==> src/rtl/hazard_fwd_ctrl_pkg.sv <==
// Shared types and constants for the 5-stage pipeline hazard/forwarding unit.
package hazard_fwd_ctrl_pkg;

    localparam int REG_AW_DEF = 5;
    localparam int LCNT_W     = 3;

    localparam logic [1:0] FWD_RF  = 2'b00;
    localparam logic [1:0] FWD_WB  = 2'b01;
    localparam logic [1:0] FWD_MEM = 2'b10;

    typedef enum logic [1:0] {
        RUN    = 2'd0,
        LSTALL = 2'd1,
        MWAIT  = 2'd2
    } hz_state_e;

endpackage

==> src/rtl/hazard_fwd_ctrl_if.sv <==
// Pipeline-to-hazard-unit bundle: register addresses and status in, stage controls out.
interface hazard_fwd_ctrl_if
    import hazard_fwd_ctrl_pkg::*;
#(
    parameter int REG_AW = REG_AW_DEF,
    parameter int CNT_W  = 16
);
    logic [REG_AW-1:0] id_rs1, id_rs2;
    logic              id_rs1_used, id_rs2_used;
    logic [REG_AW-1:0] ex_rs1, ex_rs2, ex_rd;
    logic              ex_regwrite, ex_memread;
    logic [REG_AW-1:0] mem_rd;
    logic              mem_regwrite;
    logic [REG_AW-1:0] wb_rd;
    logic              wb_regwrite;
    logic              br_taken, dmem_busy;

    logic              pc_en, if_id_en, id_ex_bubble, if_id_flush, ex_stall;
    logic [1:0]        fwd_a, fwd_b;
    logic [CNT_W-1:0]  stall_count;

    modport master (
        output id_rs1, id_rs2, id_rs1_used, id_rs2_used,
               ex_rs1, ex_rs2, ex_rd, ex_regwrite, ex_memread,
               mem_rd, mem_regwrite, wb_rd, wb_regwrite, br_taken, dmem_busy,
        input  pc_en, if_id_en, id_ex_bubble, if_id_flush, ex_stall,
               fwd_a, fwd_b, stall_count
    );

    modport slave (
        input  id_rs1, id_rs2, id_rs1_used, id_rs2_used,
               ex_rs1, ex_rs2, ex_rd, ex_regwrite, ex_memread,
               mem_rd, mem_regwrite, wb_rd, wb_regwrite, br_taken, dmem_busy,
        output pc_en, if_id_en, id_ex_bubble, if_id_flush, ex_stall,
               fwd_a, fwd_b, stall_count
    );

endinterface

==> src/rtl/hazard_fwd_ctrl_fwd_sel.sv <==
// Operand forwarding selector for one EX source; the younger EX/MEM result beats MEM/WB.
module hazard_fwd_ctrl_fwd_sel
    import hazard_fwd_ctrl_pkg::*;
#(
    parameter int REG_AW = REG_AW_DEF,
    parameter int FWD_EN = 1
) (
    input  logic [REG_AW-1:0] rs,
    input  logic [REG_AW-1:0] mem_rd,
    input  logic              mem_regwrite,
    input  logic [REG_AW-1:0] wb_rd,
    input  logic              wb_regwrite,
    output logic [1:0]        sel
);

    always_comb begin
        sel = FWD_RF;
        if (FWD_EN != 0 && rs != '0) begin
            if (mem_regwrite && rs == mem_rd)
                sel = FWD_MEM;
            else if (wb_regwrite && rs == wb_rd)
                sel = FWD_WB;
        end
    end

endmodule

==> src/rtl/hazard_fwd_ctrl.sv <==
// Hazard unit: EX operand forwarding, load-use stall sequencer, dmem freeze and branch flush.
module hazard_fwd_ctrl
    import hazard_fwd_ctrl_pkg::*;
#(
    parameter int REG_AW   = REG_AW_DEF,
    parameter int FWD_EN   = 1,
    parameter int LOAD_LAT = 1,
    parameter int CNT_W    = 16
) (
    input  logic                clk,
    input  logic                rst,
    hazard_fwd_ctrl_if.slave    hz
);

    localparam logic [LCNT_W-1:0] LCNT_INIT = LCNT_W'(LOAD_LAT - 1);

    hz_state_e         state, state_nxt, ret_state, ret_nxt, eff_state;
    logic [LCNT_W-1:0] lcnt, lcnt_nxt;
    logic [CNT_W-1:0]  stall_cnt;
    logic [1:0]        sel_a, sel_b;
    logic              pc_en, if_id_en, bubble, flush, ex_stall;
    logic              rs1_ex, rs2_ex, rs1_mem, rs2_mem, load_use, legacy;

    assign rs1_ex  = hz.id_rs1_used && hz.id_rs1 != '0 && hz.id_rs1 == hz.ex_rd  && hz.ex_regwrite;
    assign rs2_ex  = hz.id_rs2_used && hz.id_rs2 != '0 && hz.id_rs2 == hz.ex_rd  && hz.ex_regwrite;
    assign rs1_mem = hz.id_rs1_used && hz.id_rs1 != '0 && hz.id_rs1 == hz.mem_rd && hz.mem_regwrite;
    assign rs2_mem = hz.id_rs2_used && hz.id_rs2 != '0 && hz.id_rs2 == hz.mem_rd && hz.mem_regwrite;

    assign load_use = hz.ex_memread && (rs1_ex || rs2_ex);
    assign legacy   = (FWD_EN == 0) && (rs1_ex || rs2_ex || rs1_mem || rs2_mem);

    // Once busy drops, MWAIT behaves exactly like the state it interrupted.
    assign eff_state = (state == MWAIT) ? ret_state : state;

    always_comb begin
        state_nxt = state;
        ret_nxt   = ret_state;
        lcnt_nxt  = lcnt;
        pc_en     = 1'b1;
        if_id_en  = 1'b1;
        bubble    = 1'b0;
        flush     = 1'b0;
        ex_stall  = 1'b0;
        if (!rst) begin
            if (hz.dmem_busy) begin
                pc_en     = 1'b0;
                if_id_en  = 1'b0;
                ex_stall  = 1'b1;
                state_nxt = MWAIT;
                ret_nxt   = eff_state;
            end else if (hz.br_taken) begin
                flush     = 1'b1;
                bubble    = 1'b1;
                state_nxt = RUN;
                ret_nxt   = RUN;
                lcnt_nxt  = '0;
            end else if (eff_state == LSTALL) begin
                pc_en     = 1'b0;
                if_id_en  = 1'b0;
                bubble    = 1'b1;
                lcnt_nxt  = lcnt - 1'b1;
                state_nxt = (lcnt == LCNT_W'(1)) ? RUN : LSTALL;
                ret_nxt   = RUN;
            end else begin
                state_nxt = RUN;
                ret_nxt   = RUN;
                if (load_use || legacy) begin
                    pc_en    = 1'b0;
                    if_id_en = 1'b0;
                    bubble   = 1'b1;
                end
                // The detecting cycle is the first bubble; LSTALL supplies the rest.
                if (load_use && LOAD_LAT > 1) begin
                    state_nxt = LSTALL;
                    lcnt_nxt  = LCNT_INIT;
                end
            end
        end
    end

    always_ff @(posedge clk) begin
        if (rst) begin
            state     <= RUN;
            ret_state <= RUN;
            lcnt      <= '0;
            stall_cnt <= '0;
        end else begin
            state     <= state_nxt;
            ret_state <= ret_nxt;
            lcnt      <= lcnt_nxt;
            if (!pc_en && stall_cnt != '1)
                stall_cnt <= stall_cnt + 1'b1;
        end
    end

    hazard_fwd_ctrl_fwd_sel #(.REG_AW(REG_AW), .FWD_EN(FWD_EN)) u_fwd_a (
        .rs(hz.ex_rs1), .mem_rd(hz.mem_rd), .mem_regwrite(hz.mem_regwrite),
        .wb_rd(hz.wb_rd), .wb_regwrite(hz.wb_regwrite), .sel(sel_a)
    );

    hazard_fwd_ctrl_fwd_sel #(.REG_AW(REG_AW), .FWD_EN(FWD_EN)) u_fwd_b (
        .rs(hz.ex_rs2), .mem_rd(hz.mem_rd), .mem_regwrite(hz.mem_regwrite),
        .wb_rd(hz.wb_rd), .wb_regwrite(hz.wb_regwrite), .sel(sel_b)
    );

    assign hz.pc_en        = pc_en;
    assign hz.if_id_en     = if_id_en;
    assign hz.id_ex_bubble = bubble;
    assign hz.if_id_flush  = flush;
    assign hz.ex_stall     = ex_stall;
    assign hz.fwd_a        = rst ? FWD_RF : sel_a;
    assign hz.fwd_b        = rst ? FWD_RF : sel_b;
    assign hz.stall_count  = stall_cnt;

endmodule

==> src/flat_wrapper.sv <==
// flat-port wrapper written by rule: the top's interface ports become plain ports
module hazard_fwd_ctrl_flat import hazard_fwd_ctrl_pkg::*;
#(
    parameter int REG_AW   = REG_AW_DEF,
    parameter int FWD_EN   = 1,
    parameter int LOAD_LAT = 1,
    parameter int CNT_W    = 16
)
  (clk, rst, hz_id_rs1, hz_id_rs2, hz_id_rs1_used, hz_id_rs2_used, hz_ex_rs1, hz_ex_rs2, hz_ex_rd, hz_ex_regwrite, hz_ex_memread, hz_mem_rd, hz_mem_regwrite, hz_wb_rd, hz_wb_regwrite, hz_br_taken, hz_dmem_busy, hz_pc_en, hz_if_id_en, hz_id_ex_bubble, hz_if_id_flush, hz_ex_stall, hz_fwd_a, hz_fwd_b, hz_stall_count);
  hazard_fwd_ctrl_if #(.REG_AW(REG_AW), .CNT_W(CNT_W)) hz_i ();
  input  logic clk;
  input  logic rst;
  input wire logic [$bits(hz_i.id_rs1)-1:0] hz_id_rs1;
  input wire logic [$bits(hz_i.id_rs2)-1:0] hz_id_rs2;
  input wire logic [$bits(hz_i.id_rs1_used)-1:0] hz_id_rs1_used;
  input wire logic [$bits(hz_i.id_rs2_used)-1:0] hz_id_rs2_used;
  input wire logic [$bits(hz_i.ex_rs1)-1:0] hz_ex_rs1;
  input wire logic [$bits(hz_i.ex_rs2)-1:0] hz_ex_rs2;
  input wire logic [$bits(hz_i.ex_rd)-1:0] hz_ex_rd;
  input wire logic [$bits(hz_i.ex_regwrite)-1:0] hz_ex_regwrite;
  input wire logic [$bits(hz_i.ex_memread)-1:0] hz_ex_memread;
  input wire logic [$bits(hz_i.mem_rd)-1:0] hz_mem_rd;
  input wire logic [$bits(hz_i.mem_regwrite)-1:0] hz_mem_regwrite;
  input wire logic [$bits(hz_i.wb_rd)-1:0] hz_wb_rd;
  input wire logic [$bits(hz_i.wb_regwrite)-1:0] hz_wb_regwrite;
  input wire logic [$bits(hz_i.br_taken)-1:0] hz_br_taken;
  input wire logic [$bits(hz_i.dmem_busy)-1:0] hz_dmem_busy;
  output wire logic [$bits(hz_i.pc_en)-1:0] hz_pc_en;
  output wire logic [$bits(hz_i.if_id_en)-1:0] hz_if_id_en;
  output wire logic [$bits(hz_i.id_ex_bubble)-1:0] hz_id_ex_bubble;
  output wire logic [$bits(hz_i.if_id_flush)-1:0] hz_if_id_flush;
  output wire logic [$bits(hz_i.ex_stall)-1:0] hz_ex_stall;
  output wire logic [$bits(hz_i.fwd_a)-1:0] hz_fwd_a;
  output wire logic [$bits(hz_i.fwd_b)-1:0] hz_fwd_b;
  output wire logic [$bits(hz_i.stall_count)-1:0] hz_stall_count;
  assign hz_i.id_rs1 = hz_id_rs1;
  assign hz_i.id_rs2 = hz_id_rs2;
  assign hz_i.id_rs1_used = hz_id_rs1_used;
  assign hz_i.id_rs2_used = hz_id_rs2_used;
  assign hz_i.ex_rs1 = hz_ex_rs1;
  assign hz_i.ex_rs2 = hz_ex_rs2;
  assign hz_i.ex_rd = hz_ex_rd;
  assign hz_i.ex_regwrite = hz_ex_regwrite;
  assign hz_i.ex_memread = hz_ex_memread;
  assign hz_i.mem_rd = hz_mem_rd;
  assign hz_i.mem_regwrite = hz_mem_regwrite;
  assign hz_i.wb_rd = hz_wb_rd;
  assign hz_i.wb_regwrite = hz_wb_regwrite;
  assign hz_i.br_taken = hz_br_taken;
  assign hz_i.dmem_busy = hz_dmem_busy;
  assign hz_pc_en = hz_i.pc_en;
  assign hz_if_id_en = hz_i.if_id_en;
  assign hz_id_ex_bubble = hz_i.id_ex_bubble;
  assign hz_if_id_flush = hz_i.if_id_flush;
  assign hz_ex_stall = hz_i.ex_stall;
  assign hz_fwd_a = hz_i.fwd_a;
  assign hz_fwd_b = hz_i.fwd_b;
  assign hz_stall_count = hz_i.stall_count;
  hazard_fwd_ctrl #(.REG_AW(REG_AW), .FWD_EN(FWD_EN), .LOAD_LAT(LOAD_LAT), .CNT_W(CNT_W)) u_core (.clk(clk), .rst(rst), .hz(hz_i));
endmodule
==> config.mk <==
export PLATFORM = sky130hd
export DESIGN_NAME = hazard_fwd_ctrl_flat
export DESIGN_NICKNAME = d
export VERILOG_FILES = /design/src/rtl/hazard_fwd_ctrl_pkg.sv /design/src/rtl/hazard_fwd_ctrl_if.sv /design/src/rtl/hazard_fwd_ctrl_fwd_sel.sv /design/src/rtl/hazard_fwd_ctrl.sv /design/src/flat_wrapper.sv
export SDC_FILE = /design/constraint.sdc
export NUM_CORES = 1
export LEC_CHECK = 0
export CORE_MARGIN = 5
export CORE_UTILIZATION = 42
export CTS_CLUSTER_DIAMETER = 50
export CTS_CLUSTER_SIZE = 12
export DETAILED_ROUTE_END_ITERATION = 6
export PLACE_DENSITY = 0.82
export SLEW_MARGIN = 20
export SYNTH_ARGS = -nofsm -noshare
export SYNTH_HDL_FRONTEND = slang
export SYNTH_SLANG_ARGS = --single-unit
==> constraint.sdc <==
create_clock -name clk -period 2.48 [get_ports clk]
set_input_delay 0.496 -clock clk [delete_from_list [all_inputs] [get_ports clk]]
set_output_delay 0.496 -clock clk [all_outputs]
set_load 0.005 [all_outputs]
==> results_dict.tcl <==
set metrics [dict create \
    io_pins 70 \
    share_seq_of_total_power_pct 44.2 \
    count_of_flip_flops_with_a_built_in_enable_after_synthesis 0 \
    post-synth-top-count-cell "sky130_fd_sc_hd__nor2_1" \
    cpMostUsedCell "sky130_fd_sc_hd__buf_4" \
    die_width_um 72.0 \
    report.final.slew_viol_count 0 \
    timing.max_cap.violations 0 \
    ys_types 45 \
    wl_per_cell_um 14.7 \
    worst_slack_ns 0.0818 \
    route.detailed.drc 0 \
    ys_seq_elements 23 \
    share_clk_of_total_power_pct 27.1 \
    finalNetCount 346 \
    max-slew-margin-rel_pct 78.9 \
    irDropWorstVdd_v 0.000184 \
    port-buffer-count 69 \
    synth_top_area_share_pct 28.5 \
    switching_power_share_of_the_total_pct 26.6 \
    setup_viol 0 \
    run_status "complete, no violations" \
    intPower_uw 624 \
    maxClockFrequency_mhz 417 \
    clock_slew_seen_by_the_registers_of_the_worst_setup_and_hold_paths_ns 0.07 \
    netlist_area_mm2 0.00162 \
    cpLargestDelayFamily "compound AO/OA/AOI/OAI gates" \
    wire_length_of_the_first_global_routing_pass_um 8120 \
    route.vias.total 1801 \
    utilization_pct 74.6 \
    final-instance-count-excl-fill 345 \
    core_mm2 0.00369 \
    die_y_um 72.0 \
    preCtsSetupSlack_ns -0.503 \
    dpl.cell_count 329 \
    tritoncts.num_buffers 3 \
    dr.pass1.iters 4 \
    worst_path_largest_cell_delay_ns 0.31 \
    static-leakage-power_nw 1.24 \
    post_synth_main_area_contributors "sky130_fd_sc_hd__dfxtp_1 (29%), sky130_fd_sc_hd__xor2_1 (9.2%), sky130_fd_sc_hd__xnor2_1 (6.0%)" \
    critical_path_class "input pin to output pin" \
    synth_cells 192 \
    worst-path-max-fanout 3 \
    clock_sinks 23 \
    initial_core_util_pct 43.8 \
    cts.hold.buffers_added 0 \
    setup_total_neg_slack_ns 0 \
    power_density_mw_per_mm2 309 \
    grt_remaining_overflow 0 \
    fin_crit_ns 2.40 \
    post_route_antenna_net_violation_count 0 \
    postRouteWirelength_um 5070 \
    cts_tree "built" \
    syn_nets 240 \
    critical_path.slowest_cell "sky130_fd_sc_hd__a211oi_2" \
    detail_route.vias_per_cell 5.22 \
    antenna_cells 0 \
    cell_area_after_layout_mm2 0.00275 \
    grt_pass1_vias 1844 \
    synthesis.yosys.warnings 0 \
    class_of_the_worst_hold_path "flip-flop to flip-flop" \
    syn_avg_cell_area_um2 8.41 \
    cp_cell_sequence "clkbuf_2 > buf_4 > nor2_4 > o41ai_4 > a211oi_2 > buf_4 > o211ai_1 > a211oi_1 > buf_2" \
    final.fill_count 274 \
    grt_start_max_net_pins 22 \
    clock_tree.buffer_depth 2 \
    clock-root-buffer "sky130_fd_sc_hd__clkbuf_8" \
    comb_power_share_pct 28.7 \
    timing.clock.skew_ns 0.0125 \
    timing.critical_path.to_type "output pin" \
    crit_buf_inv 4 \
    dr.first_iter.drc_count 95 \
    finalCritPeriodShare_pct 96.7 \
    seq_area_frac_synth_pct 28.5 \
    cts-htree-levels 1 \
    postSynth.topFlopCell "sky130_fd_sc_hd__dfxtp_1" \
    floorplan.rows 22 \
    cp.arrival_ns 1.90 \
    hold_violations 0 \
    synth_common_cells "sky130_fd_sc_hd__nor2_1 (24), sky130_fd_sc_hd__dfxtp_1 (23), sky130_fd_sc_hd__xor2_1 (17), sky130_fd_sc_hd__xnor2_1 (11), sky130_fd_sc_hd__nand2b_1 (10)" \
    grt_antenna_before_repair 0 \
    switching_power_uw 227 \
    dpl_cell_area_mm2 0.00253 \
    design.die.area_mm2 0.00519 \
    grtUsageTotal_pct 19.3 \
    place_hpwl_um 3560 \
    insertion_delay_ns 0.27 \
    worstSetupStartpointType "input pin" \
    synth_top_area_cell "sky130_fd_sc_hd__dfxtp_1" \
    post_route_cells_drive_above_1_share_pct 27.6 \
    syn_to_final_growth_pct 70.3 \
    ys_async_sr_fraction_pct 0 \
    max_slew.worst_pin.slew_ns 0.308 \
    finalWeightedCongestion 0.802 \
    worst-endpoint-required_ns 1.98 \
]
==> placed cells by master, fill, tap and decap left out, types with 2 or more instances in the layout <==
cell type	count
sky130_fd_sc_hd__ha_1	3
sky130_fd_sc_hd__nor2_1	21
sky130_fd_sc_hd__dfxtp_1	23
sky130_fd_sc_hd__buf_4	33
sky130_fd_sc_hd__inv_1	8
sky130_fd_sc_hd__clkdlybuf4s50_1	33
sky130_fd_sc_hd__xnor2_1	11
sky130_fd_sc_hd__dlymetal6s2s_1	7
sky130_fd_sc_hd__clkbuf_8	3
sky130_fd_sc_hd__and3_1	7
sky130_fd_sc_hd__and4_1	2
sky130_fd_sc_hd__dlygate4sd2_1	8
sky130_fd_sc_hd__nor4_1	3
sky130_fd_sc_hd__a31o_1	2
sky130_fd_sc_hd__nand3_1	6
sky130_fd_sc_hd__xor2_1	16
sky130_fd_sc_hd__nand2b_1	10
sky130_fd_sc_hd__mux2i_1	7
sky130_fd_sc_hd__nor4_2	2
sky130_fd_sc_hd__buf_2	6
sky130_fd_sc_hd__buf_6	5
sky130_fd_sc_hd__o41ai_4	2
sky130_fd_sc_hd__clkdlybuf4s15_1	3
sky130_fd_sc_hd__nand4_1	4
sky130_fd_sc_hd__clkbuf_2	8
sky130_fd_sc_hd__nor2b_1	6
sky130_fd_sc_hd__a211oi_1	2
sky130_fd_sc_hd__nor3_1	2
sky130_fd_sc_hd__nor2_4	2
sky130_fd_sc_hd__nand2_1	8
sky130_fd_sc_hd__o21ai_0	3
sky130_fd_sc_hd__mux2_4	3
sky130_fd_sc_hd__a21oi_1	8
==> worst min-delay path, stage by stage, from the launching register on <==
cell,delay [ns]
sky130_fd_sc_hd__dfxtp_1,0.31
sky130_fd_sc_hd__inv_1,0.08
sky130_fd_sc_hd__a211oi_1,0.07
==> power groups by stage <==
stage / Sequential, mW / Clock, mW / Combinational [mW]
after CTS: 0.376 / 0.235 / 0.226
after floorplan: 0.384 / 0 / 0.0743
final: 0.376 / 0.231 / 0.244
after global routing: 0.377 / 0.251 / 0.263
after detailed placement: 0.385 / 0 / 0.218
after global placement: 0.385 / 0 / 0.212
==> per-stage QoR <==
step                      total power, mW  hold WS, ns
after global routing                0.890        0.516
final                               0.851        0.491
after detailed placement            0.602        0.473
after floorplan                     0.458        0.454
after global placement              0.596        0.464
after CTS                           0.837        0.494
==> cell type report <==
type / count / area, µm² / area share, %
Tap cell: 48 / 60.1 / 2.18
Clock buffer: 3 / 41.3 / 1.50
Timing Repair Buffer: 106 / 952 / 34.6
Inverter: 9 / 33.8 / 1.23
Sequential cell: 23 / 460 / 16.7
Clock inverter: 1 / 5.00 / 0.182
Multi-Input combinational cell: 155 / 1200 / 43.5
==> metal layers <==
metal | routed length (µm) | part of all wire, % | GRT usage, % | vias up
met5 | 0 | 0 | 0 | -
met2 | 2590 | 51 | 35.9 | 71
met1 | 1940 | 38 | 21.3 | 831
met3 | 420 | 8.3 | 4.29 | 10
li1 | - | - | - | 889
met4 | 121 | 2.4 | 7.31 | 0
==> registers in the layout, indices dropped and copies added, names as in the netlist <==
register	cells
u_core.ret_state	2
u_core.hz.stall_count	16
u_core.lcnt	3
u_core.state	2
==> kinds of logic (layout without fill, tap and decap cells) <==
| kind of cell | count (synthesis) | in the layout | share of synthesized area, % |
|---|---|---|---|
| simple gates | 84 | 84 | 28.2 |
| compound gates | 29 | 29 | 14.5 |
| xor+xnor | 28 | 28 | 15.2 |
| flops | 23 | 23 | 28.5 |
| buf+inv | 14 | 119 | 3.49 |
| mux | 11 | 11 | 7.82 |
| fa+ha+maj | 3 | 3 | 2.32 |
==> path summary, 6_finish.rpt <==
kind / from / to / slack, ns / cells past startpoint
max: hz_ex_rd[4] / hz_id_ex_bubble / 0.08 / 9
min: u_core.state[0] / u_core.ret_state[0] / 0.49 / 2
max reg2reg: u_core.state[0] / u_core.hz.stall_count[12] / 0.39 / 14
min reg2reg: u_core.state[0] / u_core.ret_state[0] / 0.49 / 2
==> what timing repair did <==
item                       in CTS  in global routing
buffers inserted               12                  0
pin swaps                      13                 22
gates cloned                    0                  1
setup endpoints to repair       7                  7
resized for setup              68                 47
(Power assumes the default switching activity.)
